--- config.mk ---
export PLATFORM = sky130hd
export DESIGN_NAME = bus_response_ctrl_flat
export DESIGN_NICKNAME = d
export VERILOG_FILES = /design/src/rtl/bus_response_ctrl_if.sv /design/src/rtl/bus_response_ctrl.sv /design/src/flat_wrapper.sv
export SDC_FILE = /design/constraint.sdc
export NUM_CORES = 1
export LEC_CHECK = 0
export BUFFER_PORTS_ARGS = -buffer_cell sky130_fd_sc_hd__buf_2
export CAP_MARGIN = 10
export CORE_AREA = 2 2 83 85
export CTS_CLUSTER_DIAMETER = 30
export DETAILED_ROUTE_END_ITERATION = 10
export DIE_AREA = 0 0 85 87
export PLACE_DENSITY = 0.84
export SETUP_SLACK_MARGIN = 0.4
export SYNTH_ARGS = -nofsm -noshare
export SYNTH_HDL_FRONTEND = slang
export SYNTH_SLANG_ARGS = --single-unit
--- constraint.sdc ---
create_clock -name clk -period 3.3 [get_ports clk]
set_clock_uncertainty 0.05 [all_clocks]
set_input_delay 0.66 -clock clk [delete_from_list [all_inputs] [get_ports clk]]
set_output_delay 0.66 -clock clk [all_outputs]
set_load 0.02 [all_outputs]
--- src/rtl/bus_response_ctrl_if.sv ---
// Bundles the CPU-side request/response and the slave-side request/ready/data signals
// of the memory-mapped data bus. The slave modport is the response controller's view.
interface bus_response_ctrl_if #(
  parameter int unsigned NUM_SLAVES = 5,
  parameter int unsigned DATA_W     = 32
);

  // CPU load/store unit side
  logic                         m_req;
  logic                         m_we;
  logic [NUM_SLAVES-1:0]        sel;
  logic                         m_ready;
  logic                         m_err;
  logic [DATA_W-1:0]            m_rdata;

  // Slave side
  logic [NUM_SLAVES-1:0]        s_req;
  logic                         s_we;
  logic [NUM_SLAVES*DATA_W-1:0] s_rdata;
  logic [NUM_SLAVES-1:0]        s_ready;

  modport slave (
    input  m_req, m_we, sel, s_rdata, s_ready,
    output m_ready, m_err, m_rdata, s_req, s_we
  );

  modport master (
    output m_req, m_we, sel, s_rdata, s_ready,
    input  m_ready, m_err, m_rdata, s_req, s_we
  );

endinterface

--- src/rtl/bus_response_ctrl.sv ---
// Slave-side response controller: issues a one-hot-selected access, waits for the slave's
// ready with a bounded timeout, and returns read data plus a completion/error strobe.
// Unmapped or multiply-selected accesses and timeouts complete with an error.
module bus_response_ctrl #(
  parameter int unsigned NUM_SLAVES = 5,
  parameter int unsigned DATA_W     = 32,
  parameter int unsigned TIMEOUT    = 16
) (
  input  logic                 clk,
  input  logic                 rst,
  bus_response_ctrl_if.slave   bus
);

  localparam int unsigned     CntW    = (TIMEOUT > 1) ? $clog2(TIMEOUT) : 1;
  localparam logic [CntW-1:0] CntLast = CntW'(TIMEOUT - 1);

  localparam logic [1:0] StIdle = 2'd0;
  localparam logic [1:0] StWait = 2'd1;
  localparam logic [1:0] StResp = 2'd2;

  logic [1:0]            state_q, state_d;
  logic [NUM_SLAVES-1:0] sel_q, sel_d;
  logic                  we_q, we_d;
  logic [CntW-1:0]       cnt_q, cnt_d;
  logic                  err_q, err_d;
  logic [DATA_W-1:0]     rdata_q, rdata_d;

  logic                  sel_onehot;
  logic                  ready_hit;
  logic [DATA_W-1:0]     rdata_sel;

  // Exactly one bit set: non-zero and clearing the lowest set bit leaves nothing.
  assign sel_onehot = (bus.sel != '0) &&
                      ((bus.sel & (bus.sel - NUM_SLAVES'(1))) == '0);

  // Ready from unselected slaves is masked off.
  assign ready_hit = |(bus.s_ready & sel_q);

  // One-hot AND-OR mux of the selected slave's read data slice.
  always_comb begin
    rdata_sel = '0;
    for (int i = 0; i < NUM_SLAVES; i++) begin
      if (sel_q[i]) begin
        rdata_sel = rdata_sel | bus.s_rdata[i*DATA_W +: DATA_W];
      end
    end
  end

  // Next-state logic for the IDLE -> WAIT -> RESP access sequence.
  always_comb begin
    state_d = state_q;
    sel_d   = sel_q;
    we_d    = we_q;
    cnt_d   = cnt_q;
    err_d   = err_q;
    rdata_d = rdata_q;
    case (state_q)
      StIdle: begin
        if (bus.m_req) begin
          if (sel_onehot) begin
            sel_d   = bus.sel;
            we_d    = bus.m_we;
            cnt_d   = '0;
            state_d = StWait;
          end else begin
            // Decode error: no slave is touched, complete immediately.
            err_d   = 1'b1;
            rdata_d = '0;
            state_d = StResp;
          end
        end
      end
      StWait: begin
        // Ready takes priority over a timeout in the same cycle.
        if (ready_hit) begin
          if (!we_q) begin
            rdata_d = rdata_sel;
          end
          err_d   = 1'b0;
          state_d = StResp;
        end else if (cnt_q == CntLast) begin
          err_d   = 1'b1;
          rdata_d = '0;
          state_d = StResp;
        end else begin
          cnt_d = cnt_q + CntW'(1);
        end
      end
      StResp: begin
        state_d = StIdle;
      end
      default: begin
        state_d = StIdle;
      end
    endcase
  end

  // State registers with asynchronous reset.
  always_ff @(posedge clk or posedge rst) begin
    if (rst) begin
      state_q <= StIdle;
      sel_q   <= '0;
      we_q    <= 1'b0;
      cnt_q   <= '0;
      err_q   <= 1'b0;
      rdata_q <= '0;
    end else begin
      state_q <= state_d;
      sel_q   <= sel_d;
      we_q    <= we_d;
      cnt_q   <= cnt_d;
      err_q   <= err_d;
      rdata_q <= rdata_d;
    end
  end

  // Outputs decode from the state register only, so reset drops them immediately.
  always_comb begin
    bus.m_ready = (state_q == StResp);
    bus.m_err   = (state_q == StResp) & err_q;
    bus.m_rdata = rdata_q;
    bus.s_req   = (state_q == StWait) ? sel_q : '0;
    bus.s_we    = (state_q == StWait) & we_q;
  end

endmodule
--- src/flat_wrapper.sv ---
// flat-port wrapper written by rule: the top's interface ports become plain ports
module bus_response_ctrl_flat 
#(
  parameter int unsigned NUM_SLAVES = 5,
  parameter int unsigned DATA_W     = 32,
  parameter int unsigned TIMEOUT    = 16
)
  (clk, rst, bus_m_req, bus_m_we, bus_sel, bus_s_rdata, bus_s_ready, bus_m_ready, bus_m_err, bus_m_rdata, bus_s_req, bus_s_we);
  bus_response_ctrl_if #(.NUM_SLAVES(NUM_SLAVES), .DATA_W(DATA_W)) bus_i ();
  input  logic clk;
  input  logic rst;
  input wire logic [$bits(bus_i.m_req)-1:0] bus_m_req;
  input wire logic [$bits(bus_i.m_we)-1:0] bus_m_we;
  input wire logic [$bits(bus_i.sel)-1:0] bus_sel;
  input wire logic [$bits(bus_i.s_rdata)-1:0] bus_s_rdata;
  input wire logic [$bits(bus_i.s_ready)-1:0] bus_s_ready;
  output wire logic [$bits(bus_i.m_ready)-1:0] bus_m_ready;
  output wire logic [$bits(bus_i.m_err)-1:0] bus_m_err;
  output wire logic [$bits(bus_i.m_rdata)-1:0] bus_m_rdata;
  output wire logic [$bits(bus_i.s_req)-1:0] bus_s_req;
  output wire logic [$bits(bus_i.s_we)-1:0] bus_s_we;
  assign bus_i.m_req = bus_m_req;
  assign bus_i.m_we = bus_m_we;
  assign bus_i.sel = bus_sel;
  assign bus_i.s_rdata = bus_s_rdata;
  assign bus_i.s_ready = bus_s_ready;
  assign bus_m_ready = bus_i.m_ready;
  assign bus_m_err = bus_i.m_err;
  assign bus_m_rdata = bus_i.m_rdata;
  assign bus_s_req = bus_i.s_req;
  assign bus_s_we = bus_i.s_we;
  bus_response_ctrl #(.NUM_SLAVES(NUM_SLAVES), .DATA_W(DATA_W), .TIMEOUT(TIMEOUT)) u_core (.clk(clk), .rst(rst), .bus(bus_i));
endmodule
==> reports/metrics.yaml <==
route:
  wl_per_cell_um: 16.8
  wirelength_um: 9110
  drt_iter0_drc: 263
  vias: 3230
  viasPerCell: 5.97
  drt-pass1-iter-count: 8
  ant_nets: 0
  remaining_drc_errors: 0
critical_path:
  startpoint_type: "flop"
  cpPeakStageDelay_ns: 0.50
  path_max_fanout: 9
  cp_cell_sequence: "nor2b_1, and2_1, buf_2"
  crit_type: "reg2out"
  worstSetupEndpointType: "output pin"
  crit_arrival_ns: 1.65
  crit_required_ns: 2.59
  slowest_stage: "nor2b_1"
floorplan:
  fp.dieArea_mm2: 0.00740
  die_h_um: 87
  dieWidth_um: 85
  start_util_pct: 40.0
  num_rows: 30
  core-area_mm2: 0.00657
  io-pin-count: 214
clock_tree:
  cts_buffer_depth: 2
  cts_tree: "yes"
  root_buffer: "clkbuf_8"
  path_clk_slew_ns: 0.09
  clkLatencyLatePin_ns: 0.30
  post_cts_buffers: 0
  cts_buffers: 5
  postCtsResizedCells: 0
  numClockSinks: 45
  hold_buffers: 0
  h-tree-depth: 2
logic_synthesis:
  synth_area_mm2: 0.00263
  ys_types: 30
  syn_inst: 259
  synth-seq-cells: 45
  avgSynthCellArea_um2: 10.2
  ys_seq_area_share_pct: 42.8
  ys.warnings.count: 0
  synth_nets: 434
finish:
  drive_above_1_share_pct: 51.6
  fillers: 579
  fin_nets: 635
  layout_commonest_cell: "buf_2"
  diodes: 0
  area_growth_syn_to_layout_pct: 45.5
  layout_common_cells: "buf_2 (213), dfrtp_1 (45), a21oi_1 (35)"
timing:
  slew-limit-headroom_pct: 36.8
  hold_viol: 0
  timing.final.crit_share_pct: 71.6
  max_freq_mhz: 423
  setup_viol: 0
  grt_setup_unrepaired: "no"
  final_max_slew_viol_count: 0
  post-route-min-period_ns: 2.36
  setup_ws_ns: 0.938
  finalSetupTns_ns: 0
  worst_pin_slew_ns: 0.946
pwr:
  leakage_nw: 2.31
  power.density_mw_per_mm2: 545
  ir_drop_mv: 0.637
place:
  dp_hpwl_um: 6810
  gp_congestion: 0.818
  numPortBuffers: 213
  dp_worst_setup_slack_ns: 0.778
global_route:
  grt_max_degree: 46
  grt_pass1_vias: 3067
  met3_usage_pct: 6.07
  grt_util_met1_pct: 28.3
  grt-ovfl-total: 0
  grt.busiest_layer: "met2"
  antenna_found_initial: 1
  gr-usage-all-layers_pct: 23.3
  use_met2_pct: 40.2
  grt_pass1_wl_um: 14000
status:
  status: "finished, final reports clean"
run:
  cap_violations: 0
worst_hold_path:
  min_path_type: "reg2reg"
-- cell usage after synthesis --
cell,number,area [um2]
o211a_1,1,10.0
and2_1,9,56.3
mux2_2,6,67.6
nand4_1,1,6.26
o21ai_1,1,5.00
a21o_1,32,240
nand3_1,3,15.0
buf_2,1,5.00
ha_1,1,12.5
o21ai_0,3,15.0
nor2_1,8,30.0
buf_6,5,56.3
and3_1,1,6.26
nand2_1,2,7.51
a22oi_1,33,248
nor3_2,1,10.0
a21boi_0,1,7.51
nor3b_2,1,12.5
a32o_1,1,10.0
nor2b_1,4,25.0
a21oi_1,35,175
or2b_4,1,11.3
xor2_1,1,8.76
o31ai_1,3,22.5
clkbuf_1,20,75.1
dfrtp_1,45,1130
a222oi_1,33,330
inv_1,3,11.3
nor4b_1,1,8.76
or4_1,2,15.0
-- final cells by class --
type | count | area (um2) | share of cell area [%]
multi-input cells | 185 | 1360 | 35.4
flip-flops and latches | 45 | 1130 | 29.4
repair buffers | 220 | 1120 | 29.2
well taps | 80 | 100 | 2.62
clock buffers | 5 | 68.8 | 1.80
clock inverters | 3 | 46.3 | 1.21
inverters | 3 | 11.3 | 0.294
-- state kept, by name, indices dropped and copies added (netlist names) --
register	cells
u_core.bus.m_rdata	32
u_core.we_q	1
u_core.state_q	2
u_core.sel_q	5
u_core.cnt_q	4
u_core.err_q	1
-- metrics by stage --
| stage | power [W] | hold slack (ns) | utilization, % | area, um2 | cells |
|---|---|---|---|---|---|
| 6_report | 0.00208 | 0.423 | 58.3 | 3830 | 541 |
| 5_1_grt | 0.00223 | 0.442 | 58.3 | 3830 | 541 |
| 4_1_cts | 0.00210 | 0.431 | 58.3 | 3830 | 541 |
| 3_5_place_dp | 0.00167 | 0.411 | 56.5 | 3710 | 533 |
| 3_3_place_gp | 0.00164 | 0.404 | 56.5 | 3710 | 533 |
| 2_1_floorplan | 0.00136 | 0.404 | - | 2630 | 259 |
-- report_power, final --
group | internal (W) | total [W] | switching (W)
Combinational | 0.000391 | 0.000918 | 0.000526
Sequential | 0.000639 | 0.000747 | 0.000107
Clock | 0.000227 | 0.000420 | 0.000194
-- metal layers --
metal	share of wire, %	up-vias
met1	38	1550
li1	-	1466
met2	50	193
met3	11	19
met5	0.12	-
met4	1.7	2
-- path summary, 6_finish.rpt --
| check | start | endpoint | slack, ns | cells past startpoint |
|---|---|---|---|---|
| worst max-delay path | u_core.state_q[0] | bus_s_req[2] | 0.94 | 3 |
| worst min register to register | u_core.bus.m_rdata[10] | u_core.bus.m_rdata[10] | 0.42 | 1 |
| max in group asynchronous | rst | u_core.bus.m_rdata[15] | 2.09 | 2 |
| min in group asynchronous | rst | u_core.bus.m_rdata[14] | 0.52 | 2 |
| worst max register to register | u_core.state_q[0] | u_core.bus.m_rdata[20] | 1.09 | 5 |
| worst min-delay path | u_core.bus.m_rdata[10] | u_core.bus.m_rdata[10] | 0.42 | 1 |
-- critical path, delay by kind of cell (launching register included) --
kind / cells / cell delay, ns
buffers and inverters: 1 / 0.16
flip-flops: 1 / 0.48
AND/OR/NAND/NOR: 2 / 0.71
-- logic make-up (layout without fill, tap and decap cells) --
| family | count (synthesis) | after routing | share of synthesized area, % |
|---|---|---|---|
| compound gates | 143 | 143 | 40.4 |
| flops | 45 | 45 | 42.8 |
| simple gates | 34 | 34 | 7.75 |
| buf+inv | 29 | 231 | 5.61 |
| mux | 6 | 6 | 2.57 |
| fa+ha+maj | 1 | 1 | 0.476 |
| xor+xnor | 1 | 1 | 0.333 |
No activity file was read; power rests on OpenSTA's default activity.
